**config.mk**
```make
export PLATFORM = sky130hd
export DESIGN_NAME = rca_bist_ctrl
export DESIGN_NICKNAME = d
export VERILOG_FILES = /design/src/rtl/rca_ft_pkg.sv /design/src/rtl/rca_bist_ctrl.sv
export SDC_FILE = /design/constraint.sdc
export NUM_CORES = 1
export LEC_CHECK = 0
export BUFFER_PORTS_ARGS = -buffer_cell sky130_fd_sc_hd__buf_2
export CORE_MARGIN = 10
export CORE_UTILIZATION = 51
export CTS_CLUSTER_DIAMETER = 80
export DETAILED_ROUTE_END_ITERATION = 8
export GPL_TIMING_DRIVEN = 0
export PLACE_DENSITY_LB_ADDON = 0.08
export SYNTH_ARGS = -nofsm -noshare
export SYNTH_HDL_FRONTEND = slang
export SYNTH_SLANG_ARGS = --single-unit
```
**constraint.sdc**
```tcl
create_clock -name clk -period 1.9 [get_ports clk]
set_clock_uncertainty 0.15 [all_clocks]
set_input_delay 0.19 -clock clk [delete_from_list [all_inputs] [get_ports clk]]
set_output_delay 0.19 -clock clk [all_outputs]
set_load 0.01 [all_outputs]
```
**src/rtl/rca_ft_pkg.sv**
```systemverilog
// Shared definitions for the ripple-carry-adder fault-test controller:
// FSM state encoding, slice count and pattern-index width.
package rca_ft_pkg;

  localparam int NSLICE = 4;
  localparam int LIW    = 3;

  // first_slice value reported when no slice has faulted
  localparam logic [2:0] NO_FAIL = 3'd4;

  typedef enum logic [2:0] {
    IDLE   = 3'd0,
    CLEAR  = 3'd1,
    APPLY  = 3'd2,
    SETTLE = 3'd3,
    SAMPLE = 3'd4,
    DONE   = 3'd5
  } state_t;

endpackage

```
**src/rtl/rca_bist_ctrl.sv**
```systemverilog
// BIST sequencer for a 4-slice ripple-carry adder: steps the pattern LUT
// through NPAT entries, waits a programmable settle time per pattern, collects
// the sticky per-slice fault flags and publishes a summary at the end of a run.
module rca_bist_ctrl
  import rca_ft_pkg::*;
#(
  parameter int NPAT = 8,
  parameter int SW   = 2
) (
  input  logic              clk,
  input  logic              clr,
  input  logic              start,
  input  logic              abort,
  input  logic [SW-1:0]     settle,
  input  logic [NSLICE-1:0] cs_in,
  output logic [LIW-1:0]    lut_i,
  output logic              mon_clr,
  output logic              busy,
  output logic              done,
  output logic [NSLICE-1:0] fault_map,
  output logic              fail,
  output logic [2:0]        first_slice,
  output logic [2:0]        first_pat,
  output state_t            fsm_state
);

  localparam logic [LIW-1:0] LAST_PAT = LIW'(NPAT - 1);

  state_t            state;
  state_t            state_n;
  logic [LIW-1:0]    pat_cnt;
  logic [SW-1:0]     wait_cnt;
  logic [NSLICE-1:0] work_map;
  logic [LIW-1:0]    work_pat;
  logic [NSLICE-1:0] samp_map;
  logic [LIW-1:0]    samp_pat;
  logic [NSLICE-1:0] fault_map_r;
  logic [LIW-1:0]    first_pat_r;

  // Values the working state takes when the current cycle is a SAMPLE.
  // The working map stays zero until the first faulty sample, so a zero map
  // means the first-pattern capture has not happened yet.
  always_comb begin
    samp_map = work_map | cs_in;
    samp_pat = work_pat;
    if (work_map == '0 && cs_in != '0) samp_pat = pat_cnt;
  end

  // Next-state logic; abort wins everywhere except DONE, which always retires.
  always_comb begin
    state_n = state;
    case (state)
      IDLE:    if (start && !abort) state_n = CLEAR;
      CLEAR:   state_n = abort ? IDLE : APPLY;
      APPLY:   if (abort)                  state_n = IDLE;
               else if (settle == '0)      state_n = SAMPLE;
               else                        state_n = SETTLE;
      SETTLE:  if (abort)                  state_n = IDLE;
               else if (wait_cnt == SW'(1)) state_n = SAMPLE;
      SAMPLE:  if (abort)                  state_n = IDLE;
               else if (pat_cnt == LAST_PAT) state_n = DONE;
               else                        state_n = APPLY;
      DONE:    state_n = IDLE;
      default: state_n = IDLE;
    endcase
  end

  // State, counters, working accumulators and published results.
  always_ff @(posedge clk) begin
    if (clr) begin
      state       <= IDLE;
      pat_cnt     <= '0;
      wait_cnt    <= '0;
      work_map    <= '0;
      work_pat    <= '0;
      fault_map_r <= '0;
      first_pat_r <= '0;
    end else begin
      state <= state_n;
      case (state)
        CLEAR: begin
          pat_cnt  <= '0;
          wait_cnt <= '0;
          work_map <= '0;
          work_pat <= '0;
        end
        APPLY:  wait_cnt <= settle;
        SETTLE: wait_cnt <= wait_cnt - SW'(1);
        SAMPLE: begin
          if (!abort) begin
            work_map <= samp_map;
            work_pat <= samp_pat;
            if (pat_cnt != LAST_PAT) pat_cnt <= pat_cnt + LIW'(1);
          end
        end
        default: ;
      endcase
      // results change only on the edge into DONE, so they are valid with done
      if (state == SAMPLE && state_n == DONE) begin
        fault_map_r <= samp_map;
        first_pat_r <= samp_pat;
      end
    end
  end

  // Moore outputs decoded from the state register.
  always_comb begin
    mon_clr = (state == CLEAR);
    busy    = (state != IDLE);
    done    = (state == DONE);
    lut_i   = '0;
    if (state == APPLY || state == SETTLE || state == SAMPLE) lut_i = pat_cnt;
  end

  // Result summary: lowest faulty slice wins the priority encode.
  always_comb begin
    fault_map   = fault_map_r;
    first_pat   = first_pat_r;
    fail        = |fault_map_r;
    first_slice = NO_FAIL;
    for (int k = NSLICE - 1; k >= 0; k--) begin
      if (fault_map_r[k]) first_slice = 3'(k);
    end
  end

  assign fsm_state = state;

endmodule

```
==> After elaboration in Yosys (flattened, before gate mapping) <==
Cells that the tools add are included.
{ "totals": {"register_bits": 22, "inputBits": 10, "out_inout_bits": 20, "word_cells": 60} }
{ "op_classes": {"n_addsub": 2, "n_eq_ne": 11, "muxes": 23, "bitwise_logic": 1, "reduce_logical": 16} }
{ "ops": {"columns": ["operator", "count"], "rows": [
  ["$mux 3", 16],
  ["$pmux 3 s5", 1],
  ["$eq 3x3->1 const B", 4],
  ["$pmux 3 s2", 2],
  ["$pmux 4 s2", 1],
  ["$eq 3x2->1 const B", 2],
  ["$pmux 2 s3", 1],
  ["$reduce_bool 3->1", 2],
  ["$logic_not 4->1", 1],
  ["$mux 4", 1],
  ["$ne 2x2->1 const B", 2],
  ["$or 4x4->4", 1],
  ["$reduce_bool 4->1", 1],
  ["$reduce_or 4->1", 1],
  ["$add 3x1->3 const B", 1],
  ["$eq 3x1->1 const B", 1],
  ["$logic_and 1x1->1", 3],
  ["$logic_not 3->1", 1],
  ["$ne 3x3->1 const B", 1],
  ["$reduce_and 3->1", 1],
  ["$eq 2x1->1 const B", 1],
  ["$logic_not 2->1", 1],
  ["$logic_or 1x1->1", 2],
  ["$mux 2", 1],
  ["4 further kinds", 4]
]} }

==> Longest topological paths before layout <==
Gate-level depths: netlist of run 1.
{ "depth": {"word_depth": 6, "depth_mapped": 7, "depth_no_buf": 6} }

==> Least setup slack after synthesis of run 1 <==
OpenSTA, ideal clock, no wires.
{ "synth_path": {"path_kind": "register -> register", "from": "reg state[0] (netlist: fsm_state[0])", "to": "reg fault_map_r[1] (netlist: fault_map[1])", "setup_ps": 79, "arrival_time_ps": 1478, "t_required_ps": 1671, "path_slack_ps": 193, "path_stages_with_launch": 7, "n_path_buf": 2, "period_less_slack_ps": 1707, "path_cell_list": "dfxtp_1 > or4b_1 > buf_4 > nor2_8 > buf_6 > nor2_2 > a211oi_2"} }
{ "synth_between": {"elab_chain_cells": 5, "elab_cells_between_ends": 11, "cone_classes": "5 x eq/ne; 4 x mux; 2 x reduce/logical"} }
{ "synth_lines": {"columns": ["element", "line_no", "source"], "rows": [
  ["from (decl)", "rca_bist_ctrl.sv:29", "state_t state;"],
  ["from (signal assigned)", "rca_bist_ctrl.sv:79", "state <= state_n;"],
  ["$mux 3", "rca_bist_ctrl.sv:59", "else if (wait_cnt == SW'(1)) state_n = SAMPLE;"],
  ["$mux 3", "rca_bist_ctrl.sv:58", "SETTLE: if (abort) state_n = IDLE;"],
  ["$pmux 3 s5", "rca_bist_ctrl.sv:52", "case (state)"],
  ["$eq 3x3->1", "rca_bist_ctrl.sv:99", "if (state == SAMPLE && state_n == DONE) begin"],
  ["$logic_and 1x1->1 (*)", "rca_bist_ctrl.sv:99", null],
  ["to (signal assigned)", "rca_bist_ctrl.sv:100", "fault_map_r <= samp_map;"],
  ["to (decl)", "rca_bist_ctrl.sv:37", "logic [NSLICE-1:0] fault_map_r;"]
]} }
Mark *: on every way between the ends. The rest lies on a longest branch, timed or not.
A chain may end at the register's enable or synchronous reset.

==> Worst setup path in the final report of run 1 <==
Same ends and word-level chain as after synthesis.

==> metrics.yaml, run 1 <==
synthesis:
  synth_top_family_by_area: "simple AND/OR/NAND/NOR gates"
  synth_compound_area_share_pct: 21.24
  synth_area_sq_mm: 0.001131
  ys_types: 34
  ys_seq_area_share_pct: 38.94
  yosys_warnings: 0
  synth_simple_gate_area_share_pct: 26.00
  ys_ff_latch: 22
  synth_xor_area_share_pct: 0
  synthAdderAreaFrac_pct: 3.319
  avgSynthCellArea_sq_um: 8.977
  syn_inst: 126
  synth_fp_nets: 139
  synthMuxAreaShare_pct: 4.535
detailed_routing:
  wl_met2_microns: 1419
  vias_per_cell: 5.613
  wl_met3_microns: 213
  wl_microns: 2834
  wl_met1_microns: 1184
  ant_nets: 0
  top_layer: "met4"
  vias: 1072
  first_pass_iters: 4
  drc_errors: 0
  wl_per_cell_microns: 14.84
  dr.first_iter.drc_count: 41
floorplanning:
  die_h_microns: 67.10
  row_count: 16
  ios: 30
  initial_core_util_pct: 55.39
  core_sq_mm: 0.002042
  fp.dieW_microns: 67.10
  dieArea_sq_mm: 0.004502
timing:
  relSlewSlack_pct: 64.45
  finalMaxSlewViolations: 0
  fmax_mhz: 552.9
  tightest_slew_ns: 0.5288
  fin_tns_setup_ns: 0
  hold_violations: 0
  setup_viol: 0
  finalCritPeriodShare_pct: 95.19
  rsz0062_at_grt: "true"
  fin_ws_ns: 0.09131
  fin_crit_ns: 1.809
pwr:
  ir_worst_vdd_mv: 0.5309
  power.leakage_nw: 0.6878
  pwr_density_cell_mw_per_mm2: 626.6
worst_setup_path:
  path_max_fanout: 10
  cp-endpoint: "fault_map[1]$_SDFFE_PP0P_"
  startpoint_type: "flip-flop"
  reg2reg_depth: 6
  path_cells: "or4b_1, buf_6, nor2_8, buf_8, nor2_2, a211oi_2"
  crit_path_end_kind: "flip-flop"
  cp.depth: 6
  regToRegSetupSlack_ns: 0.09
  critPathBufInv: 2
  cp.arrival_ns: 1.90
  cp_slowest_cell: "or4b_1"
  worstPathRequired_ns: 1.99
  reg2reg_from: "fsm_state[0]$_SDFF_PP0_"
  cp-startpoint: "fsm_state[0]$_SDFF_PP0_"
  path_class: "flip-flop to flip-flop"
  critPathMaxStageDelay_ns: 0.56
  path_delay_family: "simple AND/OR/NAND/NOR gates"
  rr_endpoint: "fault_map[1]$_SDFFE_PP0P_"
finish:
  mostFrequentLayoutCell: "buf_2"
  utilization_pct: 71.14
  nets: 178
  final_cell_mix: "buf_2, nor2_1, dfxtp_1"
  antenna_cells: 0
  drive_above_1_share_pct: 33.54
  fill_cells: 176
  areaGrowthSynthToFinish_pct: 28.43
cts:
  clk_latency_ns: 0.31
  htreeDepth: 1
  clk_pin_slew_ns: 0.13
  cts_tree: "yes"
  cts_made_buffers: 3
  cts.path.max_buffers: 2
  post_cts_buffers: 0
  cts-root-buf: "clkbuf_4"
  cts_sinks: 22
global_routing:
  grt_max_degree: 14
  overflow: 0
  antenna_found_initial: 0
  grt_pass1_vias: 1011
  grt_use_total_pct: 12.84
  grt_pass1_wl_microns: 4588
run_status:
  status: "completed"
placement:
  place_hpwl_microns: 2067
  pre_cts_slack_ns: 0.09836
  portBuffers: 29
  globalplace.congestion: 0.8182
hold_path:
  worstHoldPathType: "primary input to flip-flop"
job:
  drv_cap: 0
## cell families after synthesis
logic type | after synthesis
AOI/OAI and AO/OA | 32
adders and majority gates | 3
buffers and inverters | 15
DFF | 22
muxes | 5
and+or+nand+nor | 49
## metal layers
metal / up-vias / track usage [%]
met5: - / 0
met4: 0 / 5.385
met3: 2 / 3.679
met2: 25 / 21.33
met1: 518 / 14.96
li1: 527 / -
## cells in the mapped netlist
library cell / instances / area share [%]
nor2_1: 20 / 6.6
nor4_2: 1 / 1.1
dfxtp_1: 22 / 39
nor3b_1: 1 / 0.66
o21ai_0: 1 / 0.44
a22o_1: 4 / 3.1
or4b_1: 1 / 0.88
nor2_8: 2 / 3.5
a21oi_1: 9 / 4.0
or4_4: 1 / 1.0
nor2_2: 3 / 1.7
nor4b_1: 1 / 0.77
ha_1: 3 / 3.3
nor2b_1: 9 / 5.0
mux2_2: 1 / 1.0
a311oi_1: 1 / 0.77
clkbuf_1: 5 / 1.7
a32o_1: 3 / 2.7
inv_1: 8 / 2.7
o211ai_1: 1 / 0.66
a2bb2oi_1: 1 / 0.77
a211oi_1: 6 / 4.0
nand2_1: 2 / 0.66
mux2i_1: 4 / 3.5
buf_6: 1 / 1.0
buf_4: 1 / 0.66
or3_1: 1 / 0.55
a22oi_1: 2 / 1.3
nor4_1: 1 / 0.55
a211oi_2: 2 / 2.2
o21a_1: 1 / 0.66
and3b_1: 1 / 0.77
nor3_1: 5 / 2.2
o21bai_1: 1 / 0.66
## what timing repair did
| action | in CTS | in global routing |
|---|---|---|
| endpoints found under the hold margin | 6 | 0 |
| hold buffers | 5 | 0 |
| resized for setup | 7 | 11 |
| setup endpoints to repair | 3 | 8 |
## worst min path at each step
stage | to | cells past startpoint | start
2_1_floorplan | fsm_state[0]$_SDFF_PP0_ | 1 | abort
3_3_place_gp | fsm_state[0]$_SDFF_PP0_ | 2 | abort
3_5_place_dp | fsm_state[0]$_SDFF_PP0_ | 2 | abort
4_1_cts | fsm_state[2]$_SDFF_PP0_ | 3 | abort
5_1_grt | fsm_state[2]$_SDFF_PP0_ | 3 | abort
6_report | wait_cnt[0]$_SDFFE_PP0P_ | 3 | settle[0]
## worst min-delay path, cell delays in order
cell and delay, ns:
buf_2 0.10, o211ai_1 0.08, a21oi_1 0.13
## state kept, by name, summed over array words and instances (netlist names)
name       count
wait_cnt       2
work_pat       3
work_map       4
fault_map      4
pat_cnt        3
first_pat      3
fsm_state      3
## power by group
group | switching (mW) | internal, mW
clock | 0.147 | 0.213
sequential | 0.00283 | 0.465
combinational | 0.0474 | 0.0350
total | 0.197 | 0.713
## stage by stage
step	hold WS (ns)	total power [mW]	cell area, sq um	cells
5_1_grt	0.08170	0.9401	1453	191
2_1_floorplan	0.1185	0.5174	1131	126
3_3_place_gp	0.2766	0.5437	1310	182
3_5_place_dp	0.2774	0.5458	1310	182
6_report	0.07694	0.9102	1453	191
4_1_cts	0.06506	0.9100	1430	191
## area by class of cell
type	instances	area (sq um)	share of cell area, %
buffer	7	53.80	3.704
clock buffer	3	22.52	1.550
clock inverter	1	30.03	2.067
inverter	8	30.03	2.067
multi-input combinational	89	641.9	44.19
sequential	22	445.4	30.66
tap	27	33.78	2.326
timing repair buffer	34	195.2	13.44
Power figures use the tool's default switching activity.
==> run 2, diff against run 1 <==
--- a/config.mk
+++ b/config.mk
@@ -7,7 +7,7 @@
 export LEC_CHECK = 0
 export BUFFER_PORTS_ARGS = -buffer_cell sky130_fd_sc_hd__buf_2
 export CORE_MARGIN = 10
-export CORE_UTILIZATION = 51
+export CORE_UTILIZATION = 55
 export CTS_CLUSTER_DIAMETER = 80
 export DETAILED_ROUTE_END_ITERATION = 8
 export GPL_TIMING_DRIVEN = 0
==> constraint.sdc (replaced) <==
create_clock -name clk -period 2.11 [get_ports clk]
set_clock_uncertainty 0.15 [all_clocks]
set_input_delay 0.211 -clock clk [delete_from_list [all_inputs] [get_ports clk]]
set_output_delay 0.211 -clock clk [all_outputs]
set_load 0.01 [all_outputs]
==> run 2 against run 1 <==
Net effect: setup slack better by 0.043 ns; hold slack worse by 0.053 ns; non-clock buffer count decreased by 4; sequential share of layout area grew 1.3 points; routed wire length down 5.9%; die area fell by 5.1%; clock power shrank 11%; flip-flop and latch count stayed put; final cell count is 2.1% lower; design area shrank 5.2%; critical path type is now primary input to flip-flop; largest cell class unchanged.
==> metrics.yaml, run 2 (synthesized netlist as in run 1, its figures left out) <==
run_status:
  status: "completed"  # unchanged
finish:
  multi_input_area_sq_um: 625.6  # was 641.9 sq um
  mostFrequentLayoutCell: "buf_2"  # unchanged
  nets: 174  # was 178
  final_cell_mix: "buf_2, dfxtp_1, nor2_1, a21oi_1"  # was buf_2, nor2_1, dfxtp_1
  fill_cells: 185  # was 176
  utilization_pct: 70.22  # was 71.14%
  regArea_sq_um: 440.4  # was 445.4 sq um
  areaGrowthSynthToFinish_pct: 21.79  # was 28.43%
  drive_above_1_share_pct: 30.00  # was 33.54%
  antenna_cells: 0  # unchanged
timing:
  tightest_slew_ns: 0.5066  # was 0.5288 ns
  rsz0062_at_grt: "false"  # was true
  finalCritPeriodShare_pct: 93.65
  setup_viol: 0  # unchanged
  finalMaxSlewViolations: 0  # unchanged
  holdWs_ns: 0.02359  # was 0.07694 ns
  fmax_mhz: 506.1
  fin_tns_setup_ns: 0  # unchanged
  hold_violations: 0  # unchanged
  fin_crit_ns: 1.976
  relSlewSlack_pct: 65.95  # was 64.45%
cts:
  post_cts_buffers: 0  # unchanged
  cts_tree: "yes"  # unchanged
  cts_sinks: 22  # unchanged
  clk_latency_ns: 0.30  # was 0.31 ns
  cts-root-buf: "clkbuf_4"  # unchanged
  clk_pin_slew_ns: 0.13  # about the same
  cts.path.max_buffers: 2  # unchanged
  cts_made_buffers: 3  # unchanged
  htreeDepth: 1  # unchanged
floorplanning:
  initial_core_util_pct: 57.65  # was 55.39%
  core_sq_mm: 0.001962  # was 0.002042 sq mm
  dieArea_sq_mm: 0.004271  # was 0.004502 sq mm
  die_h_microns: 65.35  # was 67.10 microns
  row_count: 16  # unchanged
  ios: 30  # unchanged
  fp.dieW_microns: 65.35  # was 67.10 microns
global_routing:
  antenna_found_initial: 0  # unchanged
  grt_max_degree: 14  # unchanged
  grt_pass1_vias: 969  # was 1011
  overflow: 0  # unchanged
  grt_pass1_wl_microns: 4360  # was 4588 microns
  grt_use_total_pct: 12.46  # was 12.84%
detailed_routing:
  drc_errors: 0  # unchanged
  wl_microns: 2666  # was 2834 microns
  dr.first_iter.drc_count: 41  # unchanged
  vias: 1028  # was 1072
  ant_nets: 0  # unchanged
  wl_per_cell_microns: 14.26  # was 14.84 microns
  vias_per_cell: 5.497  # was 5.613
  first_pass_iters: 4  # unchanged
placement:
  globalplace.congestion: 0.7846  # was 0.8182
  portBuffers: 29  # unchanged
  place_hpwl_microns: 2051  # was 2067 microns
job:
  drv_cap: 0  # unchanged
worst_setup_path:
  cp.arrival_ns: 2.06  # was 1.90 ns
  path_class: "primary input to flip-flop"  # was flip-flop to flip-flop
  startpoint_type: "primary input"  # was flip-flop
  worstPathRequired_ns: 2.19  # was 1.99 ns
  regToRegSetupSlack_ns: 0.27  # was 0.09 ns
  crit_path_end_kind: "flip-flop"  # unchanged
  path_max_fanout: 10  # unchanged
pwr:
  p_total_mw: 0.8031  # was 0.9102 mW
  pwr_density_cell_mw_per_mm2: 583.0  # was 626.6 mW/mm^2
  ir_worst_vdd_mv: 0.4164  # was 0.5309 mV
  power.leakage_nw: 0.6580  # was 0.6878 nW
hold_path:
  worstHoldPathType: "primary input to flip-flop"  # unchanged
## run 2: cell types whose count changed in the layout (fill, tap and decap cells not counted), moves of 2 or more
cell,previous run,this run
dfxtp_2,4,0
clkbuf_4,5,3
dfxtp_1,18,22
dlygate4sd3_1,5,1
## run 2: what timing repair did
item	4_1_cts	5_1_grt
hold buffers	1	0
resized for setup	0	5
setup endpoints to repair	0	3
endpoints found under the hold margin	2	0
## run 2: final timing paths
path	from	to	cells past startpoint
setup reg to reg	pat_cnt[0]$_SDFFE_PP0P_	pat_cnt[1]$_SDFFE_PP0P_	6
hold reg to reg	first_pat[1]$_SDFFE_PP0P_	first_pat[1]$_SDFFE_PP0P_	2
setup / recovery	abort	fault_map[1]$_SDFFE_PP0P_	8
hold / removal	cs_in[1]	work_map[1]$_SDFFE_PP0P_	2
## run 2: cell type report
type	count	share of cell area [%]
inverters	8	2.180
repair buffers	30	11.26
well taps	27	2.452
multi-input cells	89	45.41
clock inverters	1	2.180
flip-flops and latches	22	31.97
plain buffers	7	2.906
clock buffers	3	1.635
## run 2: through the flow
| stage | std cells | area, sq um | setup WS [ns] |
|---|---|---|---|
| 2_1_floorplan | 126 | 1131 | 0.4031 |
| 3_3_place_gp | 182 | 1310 | 0.3608 |
| 3_5_place_dp | 182 | 1310 | 0.3337 |
| 4_1_cts | 187 | 1373 | 0.004458 |
| 5_1_grt | 187 | 1378 | 0.004690 |
| 6_report | 187 | 1378 | 0.1340 |
## run 2: routing by layer
metal  vias up  global-route usage (%)  routed length (microns)
met4         0                   4.011                       17
li1        524                       -                        -
met3         2                   4.746                      214
met1       475                   14.81                     1146
met5         -                       0                        0
met2        27                   20.12                     1288
## run 2: report_power, final
part	internal, mW	switching [mW]
combinational	0.0248	0.0383
sequential	0.418	0.00286
clock	0.192	0.127
total	0.635	0.168
## run 2: worst max-delay path: stages
cell and delay (ns):
dlygate4sd3_1 0.54, buf_2 0.15, or4b_1 0.46, buf_4 0.19, nor2_8 0.12, buf_6 0.16, nor2_2 0.04, a211oi_2 0.18
